File: config.mk
export PLATFORM = sky130hd
export DESIGN_NAME = snap_phase_capture_flat
export DESIGN_NICKNAME = d
export VERILOG_FILES = /design/src/rtl/snap_phase_capture_if.sv /design/src/rtl/snap_phase_capture.sv /design/src/flat_wrapper.sv
export SDC_FILE = /design/constraint.sdc
export NUM_CORES = 1
export LEC_CHECK = 0
export ABC_AREA = 1
export CAP_MARGIN = 20
export CORE_MARGIN = 2
export CORE_UTILIZATION = 30
export CTS_CLUSTER_SIZE = 25
export DETAILED_ROUTE_END_ITERATION = 10
export SYNTH_ARGS = -nofsm -noshare
export SYNTH_HDL_FRONTEND = slang
export SYNTH_SLANG_ARGS = --single-unit
File: constraint.sdc
create_clock -name user_clk -period 2.2 [get_ports user_clk]
set_clock_uncertainty 0.2 [all_clocks]
set_input_delay 0.66 -clock user_clk [delete_from_list [all_inputs] [get_ports user_clk]]
set_output_delay 0.66 -clock user_clk [all_outputs]
set_load 0.01 [all_outputs]
File: src/rtl/snap_phase_capture_if.sv
// Bundles the phase sample stream into the capture block and the BRAM write port out of it.
// master = the capture block, slave = the sample source / BRAM side.
interface snap_phase_capture_if #(
    parameter int ADDR_W  = 10,
    parameter int PHASE_W = 16
);
    logic [PHASE_W-1:0] phase_in;
    logic [7:0]         chan_in;
    logic               phase_valid;
    logic [ADDR_W-1:0]  bram_addr;
    logic [31:0]        bram_data;
    logic               bram_we;

    modport master (
        input  phase_in, chan_in, phase_valid,
        output bram_addr, bram_data, bram_we
    );

    modport slave (
        output phase_in, chan_in, phase_valid,
        input  bram_addr, bram_data, bram_we
    );
endinterface

File: src/rtl/snap_phase_capture.sv
// Snapshot of one channel's phase samples into BRAM, armed by a PPC control word.
// Define SNAP_PHASE_TIMESTAMP_EN to store {timestamp, phase} per sample instead of phase pairs.
module snap_phase_capture #(
    parameter int ADDR_W  = 10,
    parameter int PHASE_W = 16
) (
    input  logic                 user_clk,
    input  logic                 user_rst,
    input  logic [31:0]          ctrl_in,
    output logic [31:0]          status_out,
    snap_phase_capture_if.master bus
);

    typedef enum logic [1:0] {IDLE, CAPTURE, DONE} state_t;

    state_t             state_reg;
    state_t             state_next;
    logic               arm_d_reg;
    logic               arm_block_reg;
    logic               arm_edge;
    logic [7:0]         chan_reg;
    logic [9:0]         len_reg;
    logic [10:0]        words_written_reg;
    logic [10:0]        words_eff;
    logic [ADDR_W-1:0]  bram_addr_reg;
    logic [31:0]        bram_data_reg;
    logic               bram_we_reg;
    logic               last_write;
    logic               start;
    logic               accept;
    logic               busy;
    logic               done;
    logic               unused_ctrl;

    assign unused_ctrl = ^{ctrl_in[31:26], ctrl_in[7:1]};

    // A reset leaves the arm blocked until it has been seen low, so a held arm cannot restart.
    assign arm_edge   = ctrl_in[0] & ~arm_d_reg & ~arm_block_reg;
    assign last_write = bram_we_reg && (words_written_reg == {1'b0, len_reg});
    // Count that the next write will land on, including a write in flight this cycle.
    assign words_eff  = words_written_reg + {10'd0, bram_we_reg};

    always_ff @(posedge user_clk) begin
        if (user_rst) begin
            state_reg <= IDLE;
        end else begin
            state_reg <= state_next;
        end
    end

    always_comb begin
        state_next = state_reg;
        case (state_reg)
            IDLE:    if (arm_edge)   state_next = CAPTURE;
            CAPTURE: if (last_write) state_next = DONE;
            DONE:    if (!arm_d_reg) state_next = IDLE;
            default: state_next = IDLE;
        endcase
    end

    always_comb begin
        busy   = (state_reg == CAPTURE);
        done   = (state_reg == DONE);
        start  = (state_reg == IDLE) && arm_edge;
        // Nothing is accepted while the final word is on the bus.
        accept = busy && bus.phase_valid && (bus.chan_in == chan_reg) && !last_write;
    end

`ifdef SNAP_PHASE_TIMESTAMP_EN
    logic [15:0] ts_reg;

    always_ff @(posedge user_clk) begin
        if (user_rst) begin
            ts_reg <= 16'd0;
        end else begin
            ts_reg <= ts_reg + 16'd1;
        end
    end
`else
    logic half_reg;
`endif

    always_ff @(posedge user_clk) begin
        if (user_rst) begin
            arm_d_reg         <= 1'b0;
            arm_block_reg     <= 1'b1;
            chan_reg          <= 8'd0;
            len_reg           <= 10'd0;
            words_written_reg <= 11'd0;
            bram_addr_reg     <= '0;
            bram_data_reg     <= 32'd0;
            bram_we_reg       <= 1'b0;
`ifndef SNAP_PHASE_TIMESTAMP_EN
            half_reg          <= 1'b0;
`endif
        end else begin
            arm_d_reg   <= ctrl_in[0];
            bram_we_reg <= 1'b0;
            if (!ctrl_in[0]) begin
                arm_block_reg <= 1'b0;
            end
            if (bram_we_reg) begin
                words_written_reg <= words_written_reg + 11'd1;
            end
            if (start) begin
                chan_reg          <= ctrl_in[15:8];
                len_reg           <= ctrl_in[25:16];
                words_written_reg <= 11'd0;
`ifndef SNAP_PHASE_TIMESTAMP_EN
                half_reg          <= 1'b0;
`endif
            end
            if (accept) begin
`ifdef SNAP_PHASE_TIMESTAMP_EN
                bram_data_reg <= {ts_reg, bus.phase_in};
                bram_we_reg   <= 1'b1;
                bram_addr_reg <= ADDR_W'(words_eff);
`else
                if (!half_reg) begin
                    bram_data_reg[31:16] <= bus.phase_in;
                    half_reg             <= 1'b1;
                end else begin
                    bram_data_reg[15:0] <= bus.phase_in;
                    half_reg            <= 1'b0;
                    bram_we_reg         <= 1'b1;
                    bram_addr_reg       <= ADDR_W'(words_eff);
                end
`endif
            end
        end
    end

    assign bus.bram_addr = bram_addr_reg;
    assign bus.bram_data = bram_data_reg;
    assign bus.bram_we   = bram_we_reg;
    assign status_out    = {done, busy, 19'd0, words_written_reg};

endmodule
File: src/flat_wrapper.sv
// flat-port wrapper written by rule: the top's interface ports become plain ports
module snap_phase_capture_flat 
#(
    parameter int ADDR_W  = 10,
    parameter int PHASE_W = 16
)
  (user_clk, user_rst, ctrl_in, status_out, bus_phase_in, bus_chan_in, bus_phase_valid, bus_bram_addr, bus_bram_data, bus_bram_we);
  snap_phase_capture_if #(.ADDR_W(ADDR_W), .PHASE_W(PHASE_W)) bus_i ();
  input  logic user_clk;
  input  logic user_rst;
  input  logic [31:0] ctrl_in;
  output logic [31:0] status_out;
  input wire logic [$bits(bus_i.phase_in)-1:0] bus_phase_in;
  input wire logic [$bits(bus_i.chan_in)-1:0] bus_chan_in;
  input wire logic [$bits(bus_i.phase_valid)-1:0] bus_phase_valid;
  output wire logic [$bits(bus_i.bram_addr)-1:0] bus_bram_addr;
  output wire logic [$bits(bus_i.bram_data)-1:0] bus_bram_data;
  output wire logic [$bits(bus_i.bram_we)-1:0] bus_bram_we;
  assign bus_i.phase_in = bus_phase_in;
  assign bus_i.chan_in = bus_chan_in;
  assign bus_i.phase_valid = bus_phase_valid;
  assign bus_bram_addr = bus_i.bram_addr;
  assign bus_bram_data = bus_i.bram_data;
  assign bus_bram_we = bus_i.bram_we;
  snap_phase_capture #(.ADDR_W(ADDR_W), .PHASE_W(PHASE_W)) u_core (.user_clk(user_clk), .user_rst(user_rst), .ctrl_in(ctrl_in), .status_out(status_out), .bus(bus_i));
endmodule
==> impl_metrics.toml, run 1 <==
[outcome]
status = "finished, final reports clean"

[global_routing]
overflow = 0
grt_max_degree = 43
grt_pass1_wl_mm = 15.1
grt_pass1_vias = 3188
antenna_found_initial = 0
grt.total_usage_pct = 14.9

[final_layout]
layout_commonest_cell = "nand2_1"
layout.cells.non_filler = 749
synthToLayoutAreaGrowth_pct = 47.1
layout_common_cells = "nand2_1, clkdlybuf4s50_1, nor2_1, dfxtp_1, inv_1"
diodes = 0
largest_reg_flops = 32
final_area_sq_mm = 0.00510
nets = 663
drive_gt1_share_pct = 10.2
nFillCells = 1165

[floorplan]
fp.dieH_microns = 112
die_area_sq_mm = 0.0124
num_io_pins = 134
rows = 39
core_area_sq_mm = 0.0114
start_util_pct = 30.5
die_w_microns = 112

[yosys]
synth_edf_count = 0
yosys_register_bits = 77
synth-simple-area-share_pct = 30.1
yosys.area_share.adder_pct = 1.08
syn_avg_cell_area_sq_um = 7.13
seq_area_frac_synth_pct = 44.5
syn_inst = 486
synthMuxAreaShare_pct = 0
netlist_area_sq_mm = 0.00347
synth-compound-area-share_pct = 6.86
synth_top_family_by_area = "simple AND/OR/NAND/NOR gates"
synth_xor_area_share_pct = 4.29
synthArstFlopShare_pct = 0
yosys_warnings = 0
yosysUniqueCellTypes = 26
ys.flop_type = "dfxtp_1"

[drt]
wl_mm = 9.06
first_iter_violations = 130
wl_per_cell_microns = 12.1
first_pass_iters = 4
num_vias = 3261
drc_errors = 0
viasPerCell = 4.35
detail-route-antenna-nets = 0

[place]
portBuffers = 101
post-dp-hpwl_mm = 6.50
gp_congestion = 0.783
dp_cells = 729
placed_cell_area_sq_mm = 0.00468

[worst_hold_path]
min_path_type = "register to register"

[pwr]
share_clk_of_total_power_pct = 47.7
internal_power_w = 0.00248
max-vdd-ir-drop_mv = 0.339
switchingPower_w = 0.000708
powerDensity_mw_per_mm2 = 624
leakage_nw = 2.28
combPwrFrac_pct = 7.4
swShare_pct = 22.2
p_seq_share_pct = 44.9

[flow_run]
cap_violations = 0

[timing]
slew_headroom_pct = 66.9
finalCritPeriodShare_pct = 98.0
slew_violations = 0
fmax_ghz = 0.464
period_minus_slack_ns = 2.16
setup_viol = 0
setup_tns_ns = 0
tightestPinTransition_ns = 0.493
hold_viol = 0
rsz0062_at_grt = "no"

[worst_setup_path]
endpoint_kind = "output port"
crit_chain = "clkdlybuf4s50_1"
crit_fanout = 5
slowest_stage = "clkdlybuf4s50_1"
start_kind = "register"
path_buf_inv = 1
required_ns = 1.34
worstSetupPathType = "register to output port"
critPathMaxStageDelay_ns = 0.57
critPathTopFamily = "buffers and inverters"
critPathArrivalTime_ns = 1.30

[clock_tree]
clock_sinks = 77
clk-insertion-delay-late_ns = 0.33
cts_max_level = 3
clockBufferDepth = 2
cts_tree = "yes"
path_clk_slew_ns = 0.06
clockRootBuffer = "clkbuf_16"
numCtsBuffers = 9
## metrics by stage
| step | power, W | utilization (%) | setup slack, ns | hold WS [ns] |
|---|---|---|---|---|
| global route | 0.00333 | 44.9 | 0.00155 | 0.289 |
| CTS | 0.00323 | 44.8 | 0.00328 | 0.258 |
| floorplan | 0.00159 | - | 0.244 | 0.235 |
| finish | 0.00318 | 44.9 | 0.0436 | 0.255 |
| detailed placement | 0.00170 | 41.2 | -0.421 | 0.249 |
| global placement | 0.00169 | 41.2 | -0.405 | 0.243 |
## layout make-up
cell class                      instances  area [sq um]  area share, %
Tap cell                              143           179           3.51
Multi-Input combinational cell        335          1560           30.6
Inverter                               53           199           3.90
Clock buffer                           11           253           4.96
Timing Repair Buffer                  125          1300           25.4
Sequential cell                        77          1550           30.4
Clock inverter                          5          58.8           1.15
## logic make-up (layout without fill, tap and decap cells)
group,Yosys count,count (layout)
other,1,19
buffers and inverters,92,194
DFF,77,77
adders and majority gates,3,3
and+or+nand+nor,249,249
xor gates and xnor gates,17,17
AOI/OAI and AO/OA,47,47
## power groups by stage
stage / Combinational [W] / Sequential (W) / Clock (W)
2_1_floorplan: 0.000133 / 0.00146 / 0
3_3_place_gp: 0.000233 / 0.00146 / 0
3_5_place_dp: 0.000236 / 0.00146 / 0
4_1_cts: 0.000236 / 0.00143 / 0.00156
5_1_grt: 0.000261 / 0.00143 / 0.00164
6_report: 0.000235 / 0.00143 / 0.00152
## worst paths after layout
path | from | end | slack [ns] | cells past startpoint
min | u_core.chan_reg[0] | u_core.chan_reg[0] | 0.25 | 2
min reg2reg | u_core.chan_reg[0] | u_core.chan_reg[0] | 0.25 | 2
max reg2reg | u_core.bus.bram_we | u_core.bus.bram_addr[3] | 0.27 | 12
max | u_core.words_written_reg[9] | status_out[9] | 0.04 | 1
## Yosys cell counts, drive strengths merged (5+ instances only)
| library cell | number | area share, % |
|---|---|---|
| clkbuf | 8 | 0.87 |
| nand4 | 5 | 1.3 |
| xor2 | 9 | 2.3 |
| nand2 | 126 | 14 |
| xnor2 | 8 | 2.0 |
| nand3 | 39 | 5.8 |
| nor2 | 75 | 8.7 |
| a21oi | 22 | 3.2 |
| o21ai | 24 | 3.5 |
| inv | 51 | 5.5 |
| buf | 31 | 6.5 |
| dfxtp | 77 | 44 |
## what timing repair did
item	in CTS	in global routing
buffers inserted	4	0
pin swaps	6	3
endpoints found under the setup margin	54	34
gates cloned	1	0
hold buffers	0	0
resized for setup	24	6
## layer usage
layer | part of all wire (%) | GRT usage (%) | vias up
li1 | - | - | 1695
met1 | 47 | 18.8 | 1494
met2 | 48 | 25.4 | 62
met3 | 3.4 | 2.83 | 10
met4 | 1.6 | 5.60 | 0
met5 | 0 | 0 | -
## worst register-to-register path: stages (launching register included)
cell	delay, ns
dfxtp_1	0.36
buf_4	0.17
inv_2	0.03
nor2_1	0.07
nand4_1	0.08
nor2_1	0.17
nand3_2	0.16
nand4_4	0.17
nor2_8	0.05
buf_6	0.11
buf_12	0.12
nand2_1	0.07
nand2_1	0.05
Power figures use the tool's default switching activity.
==> inputs of run 2 (changes only) <==
--- a/config.mk
+++ b/config.mk
@@ -11,6 +11,7 @@
 export CORE_UTILIZATION = 30
 export CTS_CLUSTER_SIZE = 25
 export DETAILED_ROUTE_END_ITERATION = 10
+export PLACE_DENSITY = 0.67
 export SYNTH_ARGS = -nofsm -noshare
 export SYNTH_HDL_FRONTEND = slang
 export SYNTH_SLANG_ARGS = --single-unit
==> run 2 against run 1 <==
Effect of this change:
- wire length is 4.0% higher
- highest routed layer unchanged
- worst hold slack got worse by 0.0018 ns
- global-route usage about the same
- power shrank 1.1%
- fmax decreased by 0.15%
- sequential share of layout area decreased by 0.41 points
- setup slack got worse by 0.0032 ns
- combinational power hardly changed
- first-iteration DRC count increased by 11%
==> impl_metrics.toml, run 2 (synthesis results as in run 1) <==
[timing]
period_minus_slack_ns = 2.16
fmax_ghz = 0.463
slew_violations = 0
setup_viol = 0
layout_setup_ws_ns = 0.0404
hold_viol = 0
finalCritPeriodShare_pct = 98.2

[drt]
wl_mm = 9.42
first_pass_iters = 4
drc_errors = 0
viasPerCell = 4.44
num_vias = 3332
first_iter_violations = 144
detail-route-antenna-nets = 0
wl_per_cell_microns = 12.5

[place]
dp_cells = 727
placed_cell_area_sq_mm = 0.00467
place_ws_ns = -0.447
gp_congestion = 0.877
post-dp-hpwl_mm = 6.52
portBuffers = 101

[global_routing]
grt_pass1_wl_mm = 15.2
antenna_found_initial = 0
grt.total_usage_pct = 15.0
busiest_layer = "met2"
met2_usage_pct = 25.7
grt_max_degree = 42
use_met3_pct = 3.10
grt_pass1_vias = 3168
grt_use_met1_pct = 18.5
overflow = 0

[flow_run]
cap_violations = 0

[worst_setup_path]
crit_start = "u_core.words_written_reg[4]"
slowest_stage = "clkdlybuf4s50_1"
endpoint_kind = "output port"
critPathArrivalTime_ns = 1.30
worstSetupPathType = "register to output port"
r2r_end = "u_core.bus.bram_data[7]"
crit_fanout = 6
r2r_start = "u_core.chan_reg[2]"
cp-endpoint = "status_out[4]"
critPathMaxStageDelay_ns = 0.57
start_kind = "register"
path_depth = 1
crit_chain = "clkdlybuf4s50_1"
required_ns = 1.34
r2r_slack_ns = 0.29
critPathTopFamily = "buffers and inverters"
path_buf_inv = 1
worstRegToRegCells = 12

[clock_tree]
clockBufferDepth = 2
ctsHoldBuffers = 0
path_clk_slew_ns = 0.06
clk-insertion-delay-late_ns = 0.33
clock_sinks = 77
numCtsBuffers = 9
cts_tree = "yes"
clockRootBuffer = "clkbuf_16"
cts_max_level = 3

[final_layout]
final_area_sq_mm = 0.00517
drive_gt1_share_pct = 11.7
nFillCells = 1131
multiInputGateArea_sq_mm = 0.00159
fin_util_pct = 45.5
diodes = 0
synthToLayoutAreaGrowth_pct = 49.1
layout_common_cells = "nand2_1, clkdlybuf4s50_1, dfxtp_1, nor2_1, inv_1"
layout.cells.non_filler = 751
largest_reg_flops = 32
nets = 665
layout_commonest_cell = "nand2_1"
ff_latch_area_sq_mm = 0.00155

[floorplan]
die_w_microns = 112
rows = 39
num_io_pins = 134
start_util_pct = 30.5
fp.dieH_microns = 112
die_area_sq_mm = 0.0124
core_area_sq_mm = 0.0114

[worst_hold_path]
min_path_type = "register to register"
holdPathStages = 2

[pwr]
internal_power_w = 0.00245
share_clk_of_total_power_pct = 47.1
swShare_pct = 22.2
powerDensity_mw_per_mm2 = 609
max-vdd-ir-drop_mv = 0.260
p_seq_share_pct = 45.4
switchingPower_w = 0.000700
combPwrFrac_pct = 7.5
leakage_nw = 2.32

[outcome]
status = "finished, final reports clean"
## run 2: area by class of cell
class,count,share of cell area [%]
clock buffers,13,4.84
clock inverters,3,0.847
inverters,53,3.85
multi-input cells,335,30.8
flip-flops and latches,77,30.0
well taps,143,3.46
repair buffers,127,26.2
## run 2: metal layers
metal	wire, microns	share of wire [%]
met5	0	0
met4	177	1.9
met3	344	3.7
met2	4650	49
met1	4250	45
## run 2: power by group through the flow
stage / Sequential (W) / Combinational, W / Clock, W
after floorplan: 0.00146 / 0.000133 / 0
after global placement: 0.00146 / 0.000232 / 0
after global routing: 0.00143 / 0.000262 / 0.00158
final: 0.00143 / 0.000236 / 0.00148
after CTS: 0.00143 / 0.000235 / 0.00152
after detailed placement: 0.00146 / 0.000234 / 0
## run 2: through the flow
step           TNS (ns)  power (W)  hold WS (ns)
4_1_cts               0    0.00319         0.257
3_3_place_gp     -18.51    0.00169         0.243
3_5_place_dp     -18.54    0.00170         0.249
2_1_floorplan         0    0.00159         0.235
5_1_grt         -0.0136    0.00328         0.281
6_report              0    0.00315         0.253
## run 2: worst min-delay path by stage
stage,start,end,slack (ns)
global placement,u_core.chan_reg[0],u_core.chan_reg[0],0.24
detailed placement,u_core.chan_reg[0],u_core.chan_reg[0],0.25
finish,u_core.chan_reg[0],u_core.chan_reg[0],0.25
CTS,u_core.chan_reg[0],u_core.chan_reg[0],0.26
global route,u_core.chan_reg[0],u_core.chan_reg[0],0.28
floorplan,u_core.chan_reg[0],u_core.chan_reg[0],0.23
## run 2: what timing repair did
action,in CTS,in global routing
setup endpoints to repair,53,39
pin swaps,6,10
buffers inserted,3,1
gates resized for setup,26,20
cloned,2,2
## run 2: worst min-delay path, stage by stage, from the launching register on
cell,delay [ns]
dfxtp_1,0.30
inv_2,0.05
a21oi_1,0.05
==> inputs of run 3 (changes only) <==
--- a/config.mk
+++ b/config.mk
@@ -8,10 +8,11 @@
 export ABC_AREA = 1
 export CAP_MARGIN = 20
 export CORE_MARGIN = 2
-export CORE_UTILIZATION = 30
+export CORE_UTILIZATION = 34
 export CTS_CLUSTER_SIZE = 25
 export DETAILED_ROUTE_END_ITERATION = 10
-export PLACE_DENSITY = 0.67
+export PLACE_DENSITY = 0.74
 export SYNTH_ARGS = -nofsm -noshare
 export SYNTH_HDL_FRONTEND = slang
 export SYNTH_SLANG_ARGS = --single-unit
+export TNS_END_PERCENT = 30
==> run 3 against run 2 <==
Effect of this change:
- combinational power about the same
- worst hold slack better by 0.012 ns
- via count down 2.7%
- sequential power about the same
- critical path type unchanged
- largest power group is now registers
- highest routed layer unchanged
==> impl_metrics.toml, run 3 (synthesis results as in run 1) <==
[drt]
detail-route-antenna-nets = 0
first_pass_iters = 4
first_iter_violations = 144
num_vias = 3241
viasPerCell = 4.43
wl_mm = 8.97
drc_errors = 0
wl_per_cell_microns = 12.3

[timing]
slew_violations = 0
fmax_ghz = 0.463
layout_setup_ws_ns = 0.0396
period_minus_slack_ns = 2.16
setup_viol = 0
rsz0062_at_grt = "no"
setup_tns_ns = 0
finalCritPeriodShare_pct = 98.2
hold_viol = 0

[worst_hold_path]
min_path_type = "register to register"
holdPathStages = 2

[worst_setup_path]
endpoint_kind = "output port"
path_buf_inv = 1
slowest_stage = "clkdlybuf4s50_1"
start_kind = "register"
critPathTopFamily = "buffers and inverters"
path_depth = 1
crit_chain = "clkdlybuf4s50_1"
worstSetupPathType = "register to output port"
required_ns = 1.34
worstRegToRegCells = 9
critPathArrivalTime_ns = 1.30
crit_fanout = 6
critPathMaxStageDelay_ns = 0.56

[final_layout]
ff_latch_area_sq_mm = 0.00156
synthToLayoutAreaGrowth_pct = 42.9
drive_gt1_share_pct = 8.86
nets = 657
largest_reg_flops = 32
layout_commonest_cell = "nand2_1"
multiInputGateArea_sq_mm = 0.00155
layout_common_cells = "nand2_1, clkdlybuf4s50_1, nor2_1, dfxtp_1, inv_1"
diodes = 0
nFillCells = 942
fin_util_pct = 50.5
final_area_sq_mm = 0.00496

[clock_tree]
clockRootBuffer = "clkbuf_8"
ctsHoldBuffers = 0
clockBufferDepth = 2
clk-insertion-delay-late_ns = 0.35
clock_sinks = 77
numCtsBuffers = 9
path_clk_slew_ns = 0.07
cts_tree = "yes"
cts_max_level = 3

[global_routing]
overflow = 0
antenna_found_initial = 0
grt_pass1_wl_mm = 14.4
grt.total_usage_pct = 16.2
grt_max_degree = 53
grt_pass1_vias = 3113

[floorplan]
start_util_pct = 35.3
die_area_sq_mm = 0.0110
core_area_sq_mm = 0.00982
rows = 36
die_w_microns = 105
fp.dieH_microns = 105
num_io_pins = 134

[pwr]
combPwrFrac_pct = 7.9
leakage_nw = 2.30
internal_power_w = 0.00230
switchingPower_w = 0.000636
powerDensity_mw_per_mm2 = 593
share_clk_of_total_power_pct = 43.6
swShare_pct = 21.6
p_seq_share_pct = 48.5
max-vdd-ir-drop_mv = 0.349

[place]
portBuffers = 101
post-dp-hpwl_mm = 6.57
gp_congestion = 0.840
place_ws_ns = -0.430
placed_cell_area_sq_mm = 0.00464

[outcome]
status = "finished, final reports clean"

[flow_run]
cap_violations = 0
run 3: cell type report:
class | count | share of cell area (%)
multi-input cells | 335 | 31.3
flip-flops and latches | 77 | 31.5
inverters | 53 | 4.01
repair buffers | 119 | 25.0
clock buffers | 10 | 2.78
well taps | 133 | 3.36
clock inverters | 4 | 1.97
run 3: routing by layer:
metal	vias up	wire, microns	GRT usage [%]
li1	1675	-	-
met1	1471	3980	18.7
met2	79	4460	28.8
met3	16	333	3.24
met4	0	195	7.52
met5	-	0	0
run 3: path summary, 6_finish.rpt:
kind / start / endpoint / slack [ns]
setup / recovery: u_core.words_written_reg[5] / status_out[5] / 0.04
hold / removal: u_core.chan_reg[0] / u_core.chan_reg[0] / 0.27
setup reg to reg: u_core.words_written_reg[0] / u_core.words_written_reg[8] / 0.33
hold reg to reg: u_core.chan_reg[0] / u_core.chan_reg[0] / 0.27
run 3: stage by stage:
| stage | std cells | hold WS, ns | power (W) |
|---|---|---|---|
| floorplan | 504 | 0.235 | 0.00159 |
| global placement | 716 | 0.242 | 0.00169 |
| detailed placement | 716 | 0.250 | 0.00169 |
| CTS | 730 | 0.262 | 0.00298 |
| global route | 731 | 0.288 | 0.00306 |
| finish | 731 | 0.265 | 0.00294 |
run 3: timing repair:
action,4_1_cts,5_1_grt
endpoints found under the setup margin,37,50
resized for setup,14,17
buffers inserted,0,0
pin swaps,0,7
cloned,0,1
run 3: power by group through the flow:
stage	clock (W)	combinational, W	sequential, W
2_1_floorplan	0	0.000133	0.00146
3_3_place_gp	0	0.000227	0.00146
4_1_cts	0.00132	0.000233	0.00143
3_5_place_dp	0	0.000232	0.00146
6_report	0.00128	0.000233	0.00143
5_1_grt	0.00137	0.000257	0.00143
==> variant (config.mk and constraints of run 1) <==
`ADDR_W` is set to 10 in 3 places; all go to 11.
--- a/src/rtl/snap_phase_capture_if.sv
+++ b/src/rtl/snap_phase_capture_if.sv
@@ -3,3 +3,3 @@
 interface snap_phase_capture_if #(
-    parameter int ADDR_W  = 10,
+    parameter int ADDR_W  = 11,
     parameter int PHASE_W = 16
--- a/src/rtl/snap_phase_capture.sv
+++ b/src/rtl/snap_phase_capture.sv
@@ -3,3 +3,3 @@
 module snap_phase_capture #(
-    parameter int ADDR_W  = 10,
+    parameter int ADDR_W  = 11,
     parameter int PHASE_W = 16
--- a/src/flat_wrapper.sv
+++ b/src/flat_wrapper.sv
@@ -3,3 +3,3 @@
 #(
-    parameter int ADDR_W  = 10,
+    parameter int ADDR_W  = 11,
     parameter int PHASE_W = 16
Interface: changed (resized bus_bram_addr); port bits go from 134 to 135. The function was not compared with the original's and may differ.
==> variant against run 1 <==
Area after synthesis rose by 6.0%; die area rose by 5.7%; worst setup slack improved by 0.0010 ns; core utilization fell by 1.3 points; count of clock-buffer cells in the layout did not move; power fell by 3.1%; register-to-register slack improved by 0.06 ns; sequential cell count rose by 1; via count rose by 1.8%; hold slack barely moved; first-iteration DRC count rose by 45%; final area rose by 2.1%; largest cell class unchanged; combinational power rose by 2%; routed wire length fell by 0.50%.
==> variant: results (changes against run 1) <==
status complete, no violations; Tot GR Track Use 13.76% (-1.2 points); Critical Path Fanout Max 7 (+2); wirelength, routed 9015 µm (-0.50%); Critical Path AT 1.30 ns (about the same); Async SR Flop Fraction 0% (unchanged); Port Buf Inserts 102 (+0.99%); initial antenna violation count 0 (unchanged); Area contributors post-synth dfxtp_1 (43%), nand2_1 (14%), nor2_1 (7.4%), buf_4 (5.3%), inv_1 (4.7%); ANT cells 0 (unchanged); Main synth FF type dfxtp_1; vias in the first global route 3115 (-2.3%); Routability Congestion 0.8854 (+13%); Unique masters post-synth 32 (+23%); Max stage delay on crit path around 0.56 ns; YS warnings 0 (unchanged); Clock Tree Buf Depth 2 (unchanged); layout cells sized above 1 13.82% (+3.6 points); Final HPWL DP 6637 µm (+2.1%); vias 3321 (+1.8%); Pleak 2.288 nW (+0.52%); DRT iter0 DRCs 189 (+45%); crit-path leading delay family buffers and inverters; clock-pin slew on the worst setup and hold paths 0.06 ns (about the same); Pre-antenna DRT Iters 4 (unchanged); CP max-delay cell clkdlybuf4s50_1; largest net degree at the start of global routing 38 (-12%); first-pass GRT wire length 14350 µm (-4.8%); Skew-Pair Late Insertion Delay 0.33 ns (about the same); HP Class reg2reg; Commonest cells post-synth nand2_1 (137), dfxtp_1 (78), nor2_1 (72); dpl cells 743 (+1.9%); max FFs per register 32 (unchanged); Max VDD drop 0.0002480 V (-27%); Non-Filler Instances 762 (+1.7%); Nets 672 (+1.4%); Syn Area/Cell 7.391 µm² (+3.6%); sequential fraction of the synthesis area 42.51% (-2.0 points); Root Buffer clkbuf_16; # H-tree levels 3 (unchanged); Num CTS Buffers 9 (unchanged)
variant: changes by cell type in the layout (fill, tap and decap cells not counted), moves of 3 or more:
cell,before,now
a21oi_1,22,19
buf_4,14,17
dlymetal6s2s_1,3,6
nand2_1,126,130
nand2_2,0,7
nand3_1,36,22
nand3_2,3,14
o21ai_0,24,20
xnor2_1,8,5
xor2_1,9,13
variant: path summary, 6_finish.rpt:
kind	end	slack, ns	cells past startpoint	start
hold reg to reg	u_core.chan_reg[3]	0.25	2	u_core.chan_reg[3]
setup reg to reg	u_core.bus.bram_addr[10]	0.33	9	u_core.words_written_reg[5]
setup / recovery	status_out[2]	0.04	1	u_core.words_written_reg[2]
hold / removal	u_core.chan_reg[3]	0.25	2	u_core.chan_reg[3]
variant: kinds of logic (layout without fill, tap and decap cells):
logic type / Yosys count / in the layout / share of synthesized area, %
flops: 78 / 78 / 42.51
mux: 1 / 1 / 0.2725
other cells: 1 / 19 / 0.1021
simple gates: 260 / 260 / 31.34
fa+ha+maj: 3 / 3 / 1.022
buf+inv: 93 / 193 / 14.24
xor+xnor: 19 / 19 / 4.734
compound gates: 42 / 42 / 5.790
variant: layout make-up:
cell class / count / area (µm²)
Multi-Input combinational cell: 344 / 1682
Sequential cell: 78 / 1579
Clock inverter: 5 / 33.78
Inverter: 51 / 191.4
Tap cell: 147 / 183.9
Fill cell: 1188 / 6754
Clock buffer: 11 / 252.7
Timing Repair Buffer: 126 / 1285
variant: power breakdown:
part	internal (mW)	total (mW)	switching (mW)
logic	0.120	0.240	0.121
registers	1.43	1.45	0.0125
clock network	0.823	1.40	0.578
total	2.38	3.09	0.711
variant: metrics by stage:
stage	power [mW]	instance area [µm²]	setup WS (ns)
global route	3.222	5207	-0.004100
CTS	3.130	5120	-0.01793
detailed placement	1.720	4822	-0.3595
global placement	1.718	4822	-0.3297
floorplan	1.618	3741	0.2648
finish	3.087	5207	0.04463
variant: routing by layer:
| metal | share of wire, % | track usage, % | vias to the layer above |
|---|---|---|---|
| li1 | - | - | 1724 |
| met1 | 46 | 16.71 | 1470 |
| met2 | 46 | 22.88 | 108 |
| met3 | 6.2 | 3.282 | 19 |
| met4 | 2.0 | 6.504 | 0 |
| met5 | 0 | 0 | - |
variant: repair_timing:
item / CTS / global route
setup endpoints to repair: 26 / 47
gates cloned: 0 / 1
buffers inserted: 0 / 2
hold buffers: 0 / 0
resized for setup: 16 / 21
pin swaps: 5 / 8
